$ cat config.mk
export PLATFORM = sky130hd
export DESIGN_NAME = match_ctrl
export DESIGN_NICKNAME = d
export VERILOG_FILES = /design/src/rtl/match_ctrl.sv
export SDC_FILE = /design/constraint.sdc
export NUM_CORES = 1
export LEC_CHECK = 0
export BUFFER_PORTS_ARGS = -buffer_cell sky130_fd_sc_hd__buf_4
export CAP_MARGIN = 25
export CORE_MARGIN = 3
export CORE_UTILIZATION = 30
export CTS_BUF_LIST = sky130_fd_sc_hd__clkbuf_8 sky130_fd_sc_hd__clkbuf_16
export DETAILED_ROUTE_END_ITERATION = 8
export GPL_TIMING_DRIVEN = 0
export PLACE_DENSITY_LB_ADDON = 0.12
export SYNTH_ARGS = -nofsm -noshare
export SYNTH_HDL_FRONTEND = slang
export SYNTH_SLANG_ARGS = --single-unit
$ cat constraint.sdc
create_clock -name game_clk -period 2.31 [get_ports game_clk]
set_input_delay 0.231 -clock game_clk [delete_from_list [all_inputs] [get_ports game_clk]]
set_output_delay 0.231 -clock game_clk [all_outputs]
set_load 0.02 [all_outputs]
$ cat src/rtl/match_ctrl.sv
// match_ctrl: pong match sequencer owning scores, freeze timing, ball recentring, serve side and rally speed.
// Optional macro WIN_BY_TWO_EN enables deuce play (win needs a 2-point lead, scores rebase near overflow).
module match_ctrl #(
    parameter int SCORE_W      = 4,
    parameter int WIN_SCORE    = 9,
    parameter int SPEED_W      = 4,
    parameter int FREEZE_W     = 17,
    parameter int POINT_FREEZE = 8000,
    parameter int GAME_FREEZE  = 131071,
    parameter int RAMP_HITS    = 4
) (
    input  logic               game_clk,
    input  logic               reset_n,
    input  logic               start,
    input  logic [SPEED_W-1:0] difficulty,
    input  logic               out_left,
    input  logic               out_right,
    input  logic               paddle_hit,
    output logic [SPEED_W-1:0] speed,
    output logic               ball_reset,
    output logic               serve_right,
    output logic [SCORE_W-1:0] score_p1,
    output logic [SCORE_W-1:0] score_p2,
    output logic [1:0]         winner,
    output logic               frozen
);

    localparam logic ST_FREEZE = 1'b0;
    localparam logic ST_PLAY   = 1'b1;
    localparam int   HITS_W    = (RAMP_HITS > 1) ? $clog2(RAMP_HITS) : 1;
    localparam int   HITS_LAST = (RAMP_HITS > 0) ? RAMP_HITS - 1 : 0;

    localparam logic [SPEED_W-1:0]  SPEED_MAX  = {SPEED_W{1'b1}};
    localparam logic [SCORE_W-1:0]  WIN_S      = SCORE_W'(WIN_SCORE);
    localparam logic [FREEZE_W-1:0] CNT_GAME   = FREEZE_W'(GAME_FREEZE);
    localparam logic [FREEZE_W-1:0] CNT_POINT  = FREEZE_W'(POINT_FREEZE);
    localparam logic [FREEZE_W-1:0] CNT_ONE    = FREEZE_W'(1);
    localparam logic [HITS_W-1:0]   HITS_LAST_V = HITS_W'(HITS_LAST);

    logic                state_r, state_nxt_s;
    logic [FREEZE_W-1:0] cnt_r, cnt_nxt_s;
    logic [SCORE_W-1:0]  score_p1_r, score_p1_nxt_s, score_p2_r, score_p2_nxt_s;
    logic [SPEED_W-1:0]  speed_r, speed_nxt_s, base_r, base_nxt_s, ramp_r, ramp_nxt_s;
    logic [HITS_W-1:0]   hits_r, hits_nxt_s;
    logic                ball_reset_r, ball_reset_nxt_s, serve_right_r, serve_right_nxt_s;
    logic [1:0]          winner_r, winner_nxt_s;
    logic [SCORE_W-1:0]  scorer_s, other_s, scorer_new_s, other_new_s;
    logic                won_s;

    function automatic logic [SPEED_W-1:0] speed_sum(input logic [SPEED_W-1:0] a,
                                                     input logic [SPEED_W-1:0] b);
        logic [SPEED_W:0] sum;
        sum = {1'b0, a} + {1'b0, b};
        if (sum[SPEED_W]) begin
            speed_sum = SPEED_MAX;
        end else begin
            speed_sum = sum[SPEED_W-1:0];
        end
    endfunction

    // Next-state decode: freeze countdown, rally ramp and point scoring
    always_comb begin
        state_nxt_s       = state_r;
        cnt_nxt_s         = cnt_r;
        score_p1_nxt_s    = score_p1_r;
        score_p2_nxt_s    = score_p2_r;
        speed_nxt_s       = speed_r;
        base_nxt_s        = base_r;
        ramp_nxt_s        = ramp_r;
        hits_nxt_s        = hits_r;
        ball_reset_nxt_s  = 1'b0;
        serve_right_nxt_s = serve_right_r;
        winner_nxt_s      = winner_r;
        scorer_s          = out_left ? score_p1_r : score_p2_r;
        other_s           = out_left ? score_p2_r : score_p1_r;
`ifdef WIN_BY_TWO_EN
        scorer_new_s = scorer_s + SCORE_W'(1);
        won_s        = (scorer_new_s >= WIN_S) &&
                       ({1'b0, scorer_new_s} >= ({1'b0, other_s} + (SCORE_W+1)'(2)));
        // Rebase both scores one step down before the scorer hits all-ones; the lead is unchanged
        if (scorer_new_s == {SCORE_W{1'b1}}) begin
            scorer_new_s = scorer_s;
            other_new_s  = (other_s != {SCORE_W{1'b0}}) ? other_s - SCORE_W'(1) : other_s;
        end else begin
            other_new_s  = other_s;
        end
`else
        scorer_new_s = (scorer_s == {SCORE_W{1'b1}}) ? scorer_s : scorer_s + SCORE_W'(1);
        other_new_s  = other_s;
        won_s        = (scorer_new_s == WIN_S);
`endif
        case (state_r)
            ST_FREEZE: begin
                speed_nxt_s = {SPEED_W{1'b0}};
                if (cnt_r == CNT_ONE) begin
                    state_nxt_s      = ST_PLAY;
                    ball_reset_nxt_s = 1'b1;
                    base_nxt_s       = difficulty;
                    ramp_nxt_s       = {SPEED_W{1'b0}};
                    hits_nxt_s       = {HITS_W{1'b0}};
                    speed_nxt_s      = difficulty;
                    if (winner_r != 2'b00) begin
                        score_p1_nxt_s = {SCORE_W{1'b0}};
                        score_p2_nxt_s = {SCORE_W{1'b0}};
                        winner_nxt_s   = 2'b00;
                    end else begin
                        winner_nxt_s   = winner_r;
                    end
                end else if (start) begin
                    cnt_nxt_s = CNT_ONE;
                end else begin
                    cnt_nxt_s = cnt_r - CNT_ONE;
                end
            end
            ST_PLAY: begin
                if (out_left || out_right) begin
                    state_nxt_s = ST_FREEZE;
                    speed_nxt_s = {SPEED_W{1'b0}};
                    cnt_nxt_s   = won_s ? CNT_GAME : CNT_POINT;
                    if (out_left) begin
                        score_p1_nxt_s    = scorer_new_s;
                        score_p2_nxt_s    = other_new_s;
                        serve_right_nxt_s = 1'b0;
                        winner_nxt_s      = won_s ? 2'b01 : winner_r;
                    end else begin
                        score_p2_nxt_s    = scorer_new_s;
                        score_p1_nxt_s    = other_new_s;
                        serve_right_nxt_s = 1'b1;
                        winner_nxt_s      = won_s ? 2'b10 : winner_r;
                    end
                end else begin
                    if (paddle_hit && (RAMP_HITS != 0)) begin
                        if (hits_r == HITS_LAST_V) begin
                            hits_nxt_s = {HITS_W{1'b0}};
                            ramp_nxt_s = (ramp_r == SPEED_MAX) ? ramp_r : ramp_r + SPEED_W'(1);
                        end else begin
                            hits_nxt_s = hits_r + HITS_W'(1);
                        end
                    end else begin
                        hits_nxt_s = hits_r;
                    end
                    speed_nxt_s = speed_sum(base_r, ramp_nxt_s);
                end
            end
            default: begin
                state_nxt_s = ST_FREEZE;
                cnt_nxt_s   = CNT_GAME;
                speed_nxt_s = {SPEED_W{1'b0}};
            end
        endcase
    end

    // Match state registers with asynchronous active-low reset
    always_ff @(posedge game_clk or negedge reset_n) begin
        if (!reset_n) begin
            state_r       <= ST_FREEZE;
            cnt_r         <= CNT_GAME;
            score_p1_r    <= {SCORE_W{1'b0}};
            score_p2_r    <= {SCORE_W{1'b0}};
            speed_r       <= {SPEED_W{1'b0}};
            base_r        <= {SPEED_W{1'b0}};
            ramp_r        <= {SPEED_W{1'b0}};
            hits_r        <= {HITS_W{1'b0}};
            ball_reset_r  <= 1'b1;
            serve_right_r <= 1'b0;
            winner_r      <= 2'b00;
        end else begin
            state_r       <= state_nxt_s;
            cnt_r         <= cnt_nxt_s;
            score_p1_r    <= score_p1_nxt_s;
            score_p2_r    <= score_p2_nxt_s;
            speed_r       <= speed_nxt_s;
            base_r        <= base_nxt_s;
            ramp_r        <= ramp_nxt_s;
            hits_r        <= hits_nxt_s;
            ball_reset_r  <= ball_reset_nxt_s;
            serve_right_r <= serve_right_nxt_s;
            winner_r      <= winner_nxt_s;
        end
    end

    assign speed       = speed_r;
    assign ball_reset  = ball_reset_r;
    assign serve_right = serve_right_r;
    assign score_p1    = score_p1_r;
    assign score_p2    = score_p2_r;
    assign winner      = winner_r;
    assign frozen      = (state_r == ST_FREEZE);

endmodule

Yosys cells after proc, flatten, opt, wreduce, memory -nomap -nowiden
Index checks and enable logic that the tools add are counted.
Widths: inputs -> output; s select.
{"block": "word_totals", "word_cells": 83, "in_bits": 10, "ff_bits": 44, "output_inout_bits": 17}
{"block": "classes", "muxes": 45, "n_reduce_logical": 9, "eq_ne": 12, "bitwise": 1, "addsub": 5}
{"cell": "$mux 4", "n": 19}
{"cell": "$mux 17", "n": 4}
{"cell": "$pmux 17 s2", "n": 1}
{"cell": "$pmux 4 s2", "n": 4}
{"cell": "$mux 2", "n": 10}
{"cell": "$eq 17x1->1 const B", "n": 1}
{"cell": "$sub 17x1->17 const B", "n": 1}
{"cell": "$eq 4x4->1 const B", "n": 3}
{"cell": "$add 4x1->4 const B", "n": 2}
{"cell": "$ne 2x1->1 const B", "n": 4}
{"cell": "$pmux 2 s2", "n": 2}
{"cell": "$reduce_and 2->1", "n": 4}
{"cell": "$ne 2x2->1 const B", "n": 3}
{"cell": "$reduce_and 3->1", "n": 2}
{"cell": "$add 4x4->5", "n": 1}
{"cell": "$mux 1", "n": 4}
{"cell": "$reduce_and 4->1", "n": 1}
{"cell": "$add 2x1->2 const B", "n": 1}
{"cell": "$eq 2x2->1 const B", "n": 1}
{"cell": "$pmux 1 s2", "n": 1}
{"cell": "$reduce_bool 2->1", "n": 1}
{"cell": "$logic_or 1x1->1", "n": 1}
{"cell": "$not 1->1", "n": 1}

Logic depth before layout (Yosys ltp)
{"block": "logic_depth", "ltp_word": 10, "depth_mapped": 10, "mapped_depth_nobuf": 10}

Least setup slack after synthesis
Ideal clock, no wire load.
{"block": "synth_path", "kind": "flip-flop to flip-flop", "startpoint": "register ramp_r[0]", "endpoint": "register speed_r[2], in the netlist speed[2]", "required_time_ns": 2.187, "arrival_ns": 2.372, "period_less_slack_ns": 2.495, "stages_incl_launch_ff": 9, "setup_slack_ns": -0.185, "path_cell_list": "dfrtp_1 ha_1 a31oi_1 mux2_2 fa_1 a21o_1 a21o_1 o21ai_0 nand2_1"}
{"block": "synth_via", "elab_chain_len": 10}
{"element": "start: declaration", "line": "43", "rtl": "logic [SPEED_W-1:0] speed_r, speed_nxt_s, base_r, base_nxt_s, ramp_r, ramp_nxt_s;"}
{"element": "start signal: assignment", "line": "162", "rtl": "ramp_r <= {SPEED_W{1'b0}};"}
{"element": "start signal: assignment", "line": "174", "rtl": "ramp_r <= ramp_nxt_s;"}
{"element": "$add 4x1->4 or $eq 4x4->1 (tied branches)", "line": "135", "rtl": "ramp_nxt_s = (ramp_r == SPEED_MAX) ? ramp_r : ramp_r + SPEED_W'(1);"}
{"element": "$mux 4", "line": "135"}
{"element": "$mux 4", "line": "133", "rtl": "if (hits_r == HITS_LAST_V) begin"}
{"element": "$mux 4 (*)", "line": "132", "rtl": "if (paddle_hit && (RAMP_HITS != 0)) begin"}
{"element": "$mux 4 (*)", "line": "116", "rtl": "if (out_left || out_right) begin"}
{"element": "$mux 4 (*)", "line": "92", "rtl": "case (state_r)"}
{"element": "$add 4x4->5 (*)", "line": "53", "rtl": "sum = {1'b0, a} + {1'b0, b};"}
{"element": "$mux 4 (*)", "line": "54", "rtl": "if (sum[SPEED_W]) begin"}
{"element": "$mux 4 (*)", "line": "116"}
{"element": "$pmux 4 s2 (*)", "line": "92"}
{"element": "net speed_nxt_s[2]", "line": "43"}
{"element": "end signal: assignment", "line": "160", "rtl": "speed_r <= {SPEED_W{1'b0}};"}
{"element": "end signal: assignment", "line": "172", "rtl": "speed_r <= speed_nxt_s;"}
{"element": "end: declaration", "line": "43"}
The timed path passes the listed nets; every way through them passes the cells marked *. The select of a mux whose other input is x is not followed.
A chain may end at the register's enable or synchronous reset.

Worst setup path in the final report
{"block": "layout_path", "startpoint": "register ramp_r[1]", "endpoint": "register speed_r[0], in the netlist speed[0]"}
The elaborated chain is that of the path after synthesis.

==> impl_summary.md <==
Global routing
Entering global routing, the biggest net connects 45 pins. The global-route wire length before repair is 11800 um. The routing layer with the top usage in global route is met2. In the global route stage, overall resource usage came out at 14.7%. After global routing the overflow that remains totals 0.

The initial antenna violation count was 0. For met2 alone, demand over resource in global routing was between 20% and 30%. The number of global-route vias before repair is roughly 2200. For this run, global-route usage on met3 was measured as 2.63%. The global routing met1 resource utilization is 20.7%.

Power
The final total power is 0.00409 W. The largest vdd supply drop is 0.432 mV. Summed over all cells, the static leakage comes to 1.50 nW. The internal power consumption is between 0.002 and 0.0025 W. The part of the total power dissipated in the clock network is 16.0%.

The logic gate share of total power is 49.8%. The fraction of power spent switching nets is 44.0%. In this run the power density over the cells is 1250 mW/mm^2. The sequential share of power is 34.2%. In this run the power spent charging and discharging nets is roughly 0.0018 W.

Critical path
Of all nets on the critical path, the largest fanout is 4. The delay of the slowest critical-path stage is 0.45 ns. Broken down by cell family, the worst path's largest delay share belongs to compound AO/OA/AOI/OAI gates.

The combined buffer and inverter count along the critical path is 0. The type of destination of the critical path is a flop. Walking the worst path, the cells encountered are ha_4, a31oi_4, mux2_4, fa_2, a21o_1, a21o_4, o21ai_2, nand2_1. For the worst setup path, the data required time is 2.52 ns. The critical path in this run is classified as reg -> reg. The worst setup path is launched from a flop.

The critical-path cell with the highest stage delay is sky130_fd_sc_hd__dfrtp_1. The data arrival time at the worst-slack endpoint is between 2 and 2.5 ns.

STA
Setup repair after global routing could not meet its margin everywhere. Counting I/O delays and the setup requirement, the final critical path takes 2.24 ns. On the final layout, the worst clock skew is 0.0145 ns.

The number of slew-limit violations in the final report is 0. On the final layout, the worst hold slack is 0.121 ns. Static timing analysis puts the maximum clock frequency at 446 MHz. Setup slack on the critical path of the routed design comes to 0.0659 ns. Setup violations remaining at the end of the flow were counted as 0.

The relative slew slack is 36.0%. The number of endpoints with negative hold slack in the final report is 0. The final period utilization is 97.1%. For the pin with the worst max-slew slack, the measured transition is 0.951 ns.

Clocking
The clock tree root buffer cell is sky130_fd_sc_hd__clkbuf_8. The H-tree level count is 2. The longest clock path from root to sink contains 2 buffers. The TritonCTS clock tree is built.

Counting every sink on the clock net gives 44. The latest clock arrival within the worst-skew pair is 0.31 ns. The number of clock buffers added by TritonCTS is 5. Clock-pin slew was measured on the worst setup and hold paths at 0.10 ns.

Final layout
Leaving out fill and tap cells, the most frequent cells in the layout are sky130_fd_sc_hd__buf_4 (33), sky130_fd_sc_hd__nand2_1 (32), sky130_fd_sc_hd__nor2_1 (24), sky130_fd_sc_hd__dfrtp_1 (24), sky130_fd_sc_hd__a21oi_1 (23). The fraction of the core area covered by cells at the end of the flow is 38.8%. Summing all non-filler instances in the final layout gives an area of 0.00328 mm^2. The library cell used most frequently in the layout, excluding fill and tap cells, is sky130_fd_sc_hd__buf_4. The antenna diode instance count is 0. After the last flow step, the layout net total stands at 353. The growth of design area from synthesis to finish is 22.4%. Of the cells placed in the final design, the portion with a size suffix greater than 1 is a little under 30%.

Synth
Synthesis produced 292 cells. After synthesis, the cell types taking the most area are sky130_fd_sc_hd__dfrtp_1 (24%), sky130_fd_sc_hd__dfstp_2 (18%), sky130_fd_sc_hd__o21ai_0 (5.0%), sky130_fd_sc_hd__ha_1 (4.7%), sky130_fd_sc_hd__nand2_1 (4.6%). The number of nets produced by synthesis is 313.

After synthesis, the share of flip-flops with an asynchronous set or reset is 100%. The primary flip-flop cell chosen by synthesis mapping is sky130_fd_sc_hd__dfrtp_1. For this run, the number of Yosys warnings is 0. The number of flops mapped to enable cells by yosys is 0. The mean area per synthesized cell is between 9 and 10 um^2. The post-synthesis instance area is 0.00268 mm^2. Sequential cells were found to cover between 40% and 50% of the synthesized design area.

The register bit total from synthesis is 44. After synthesis, the largest area contributor takes up around a quarter of total cell area. The biggest area contributor in the post-synthesis netlist is sky130_fd_sc_hd__dfrtp_1. Synthesis instantiated a little under 60 different standard cells from the library.

Placed design
The final RePlAce weighted congestion is 0.798. The placed wire-length estimate after detailed placement is 4920 um. After detailed placement, the total cell area comes to about 0.0030 mm^2.

At the placement stage, the worst setup path has a slack of -0.333 ns. The count of port buffers added during placement is 25.

Floorplanning
The number of placement rows is 33. The die covers 0.0101 mm^2. The starting density of the core is between 30% and 40%.

The placeable core area is 0.00846 mm^2. The vertical die dimension is 101 um. The die is 101 um wide.

27 I/O pins were placed.

Route
The starting DRC count in detailed routing is 79. The average detailed-routed wire length per instance is between 15 and 20 um. The residual antenna-violating net count after detailed routing is 0.

For this run, design rule violations remaining after detail routing come to 0. The total routed wirelength is 7190 um. The vias per cell is 5.45. The detailed router placed 2386 vias in this run. The first-pass iteration count of the detailed router is 5.

Flow run
The number of violations of the max-capacitance limit is 0.

Outcome
The flow ran to the end, and the final reports show no timing, DRC or antenna violations.

Hold path
The type of the most critical hold path is in -> reg.
==> cells in the mapped netlist (all sizes together), types with 3 or more instances <==
cell    instances
clkbuf          6
and4            4
nor2           26
nor4            6
a22o            5
a21oi          24
nand2          34
nand3          12
dfstp          18
a31oi          11
mux2i           4
o22a            6
nor2b           3
nor3            5
a21o            4
inv            11
ha             10
dfrtp          26
buf             6
o21ai          32
o31ai           3
==> worst register-to-register path: cells and delay by family (launching register included) <==
kind	cells	cell delay, ns
compound gates	4	0.73
fa+ha+maj	2	0.56
flops	1	0.45
mux	1	0.34
simple gates	1	0.06
==> registers in the layout, indices dropped and copies added (netlist names) <==
signal / count
ramp_r: 4
cnt_r: 17
state_r: 1
hits_r: 2
winner: 2
score_p1: 4
base_r: 4
score_p2: 4
speed: 4
ball_reset: 1
serve_right: 1
==> what timing repair did <==
| item | 4_1_cts | 5_1_grt |
|---|---|---|
| pin swaps | 1 | 9 |
| hold endpoints to repair | 26 | 0 |
| gates resized for setup | 6 | 16 |
| setup buffers | 3 | 4 |
| setup endpoints to repair | 13 | 21 |
| hold buffers | 1 | 0 |
==> routing by layer <==
| metal | vias to the layer above | part of all wire (%) | routed length, um |
|---|---|---|---|
| met5 | - | 0 | 0 |
| met4 | 0 | 1.3 | 94 |
| met3 | 7 | 3.5 | 249 |
| met2 | 47 | 47 | 3370 |
| met1 | 1177 | 48 | 3470 |
| li1 | 1155 | - | - |
==> area by class of cell <==
cell class,count,area (um^2)
repair buffers,33,250
clock buffers,6,82.6
plain buffers,12,63.8
clock inverters,2,38.8
fillers,878,5180
multi-input cells,225,1550
flip-flops and latches,44,1130
inverters,11,41.3
well taps,105,131
==> final timing paths <==
check,from,to,slack [ns],depth (start not counted)
setup / recovery,ramp_r[1],speed[0],0.07,8
hold / removal,difficulty[3],base_r[3],0.12,3
setup reg to reg,ramp_r[1],speed[0],0.07,8
hold reg to reg,base_r[0],base_r[0],0.50,2
max in group asynchronous,reset_n,ramp_r[0],1.43,2
min in group asynchronous,reset_n,hits_r[1],0.46,2
==> power by group through the flow <==
stage	Combinational [W]	Sequential, W	Clock [W]
floorplan	0.00133	0.00143	0
global placement	0.00195	0.00140	0
detailed placement	0.00197	0.00140	0
CTS	0.00200	0.00139	0.000679
global route	0.00226	0.00145	0.000707
finish	0.00204	0.00140	0.000653
==> cell families after synthesis <==
logic type | Yosys count | synth area share (%)
AOI/OAI and AO/OA | 102 | 24.6
xor gates and xnor gates | 3 | 0.979
adders and majority gates | 11 | 5.41
buffers and inverters | 23 | 3.82
DFF | 44 | 41.9
muxes | 6 | 2.33
and+or+nand+nor | 103 | 21.0
==> metrics by stage <==
step / TNS (ns) / instances
finish: 0 / 438
global route: -0.115 / 438
CTS: 0 / 434
detailed placement: -3.21 / 422
global placement: -2.67 / 422
floorplan: 0 / 292
No activity file was read; power rests on OpenSTA's default activity.
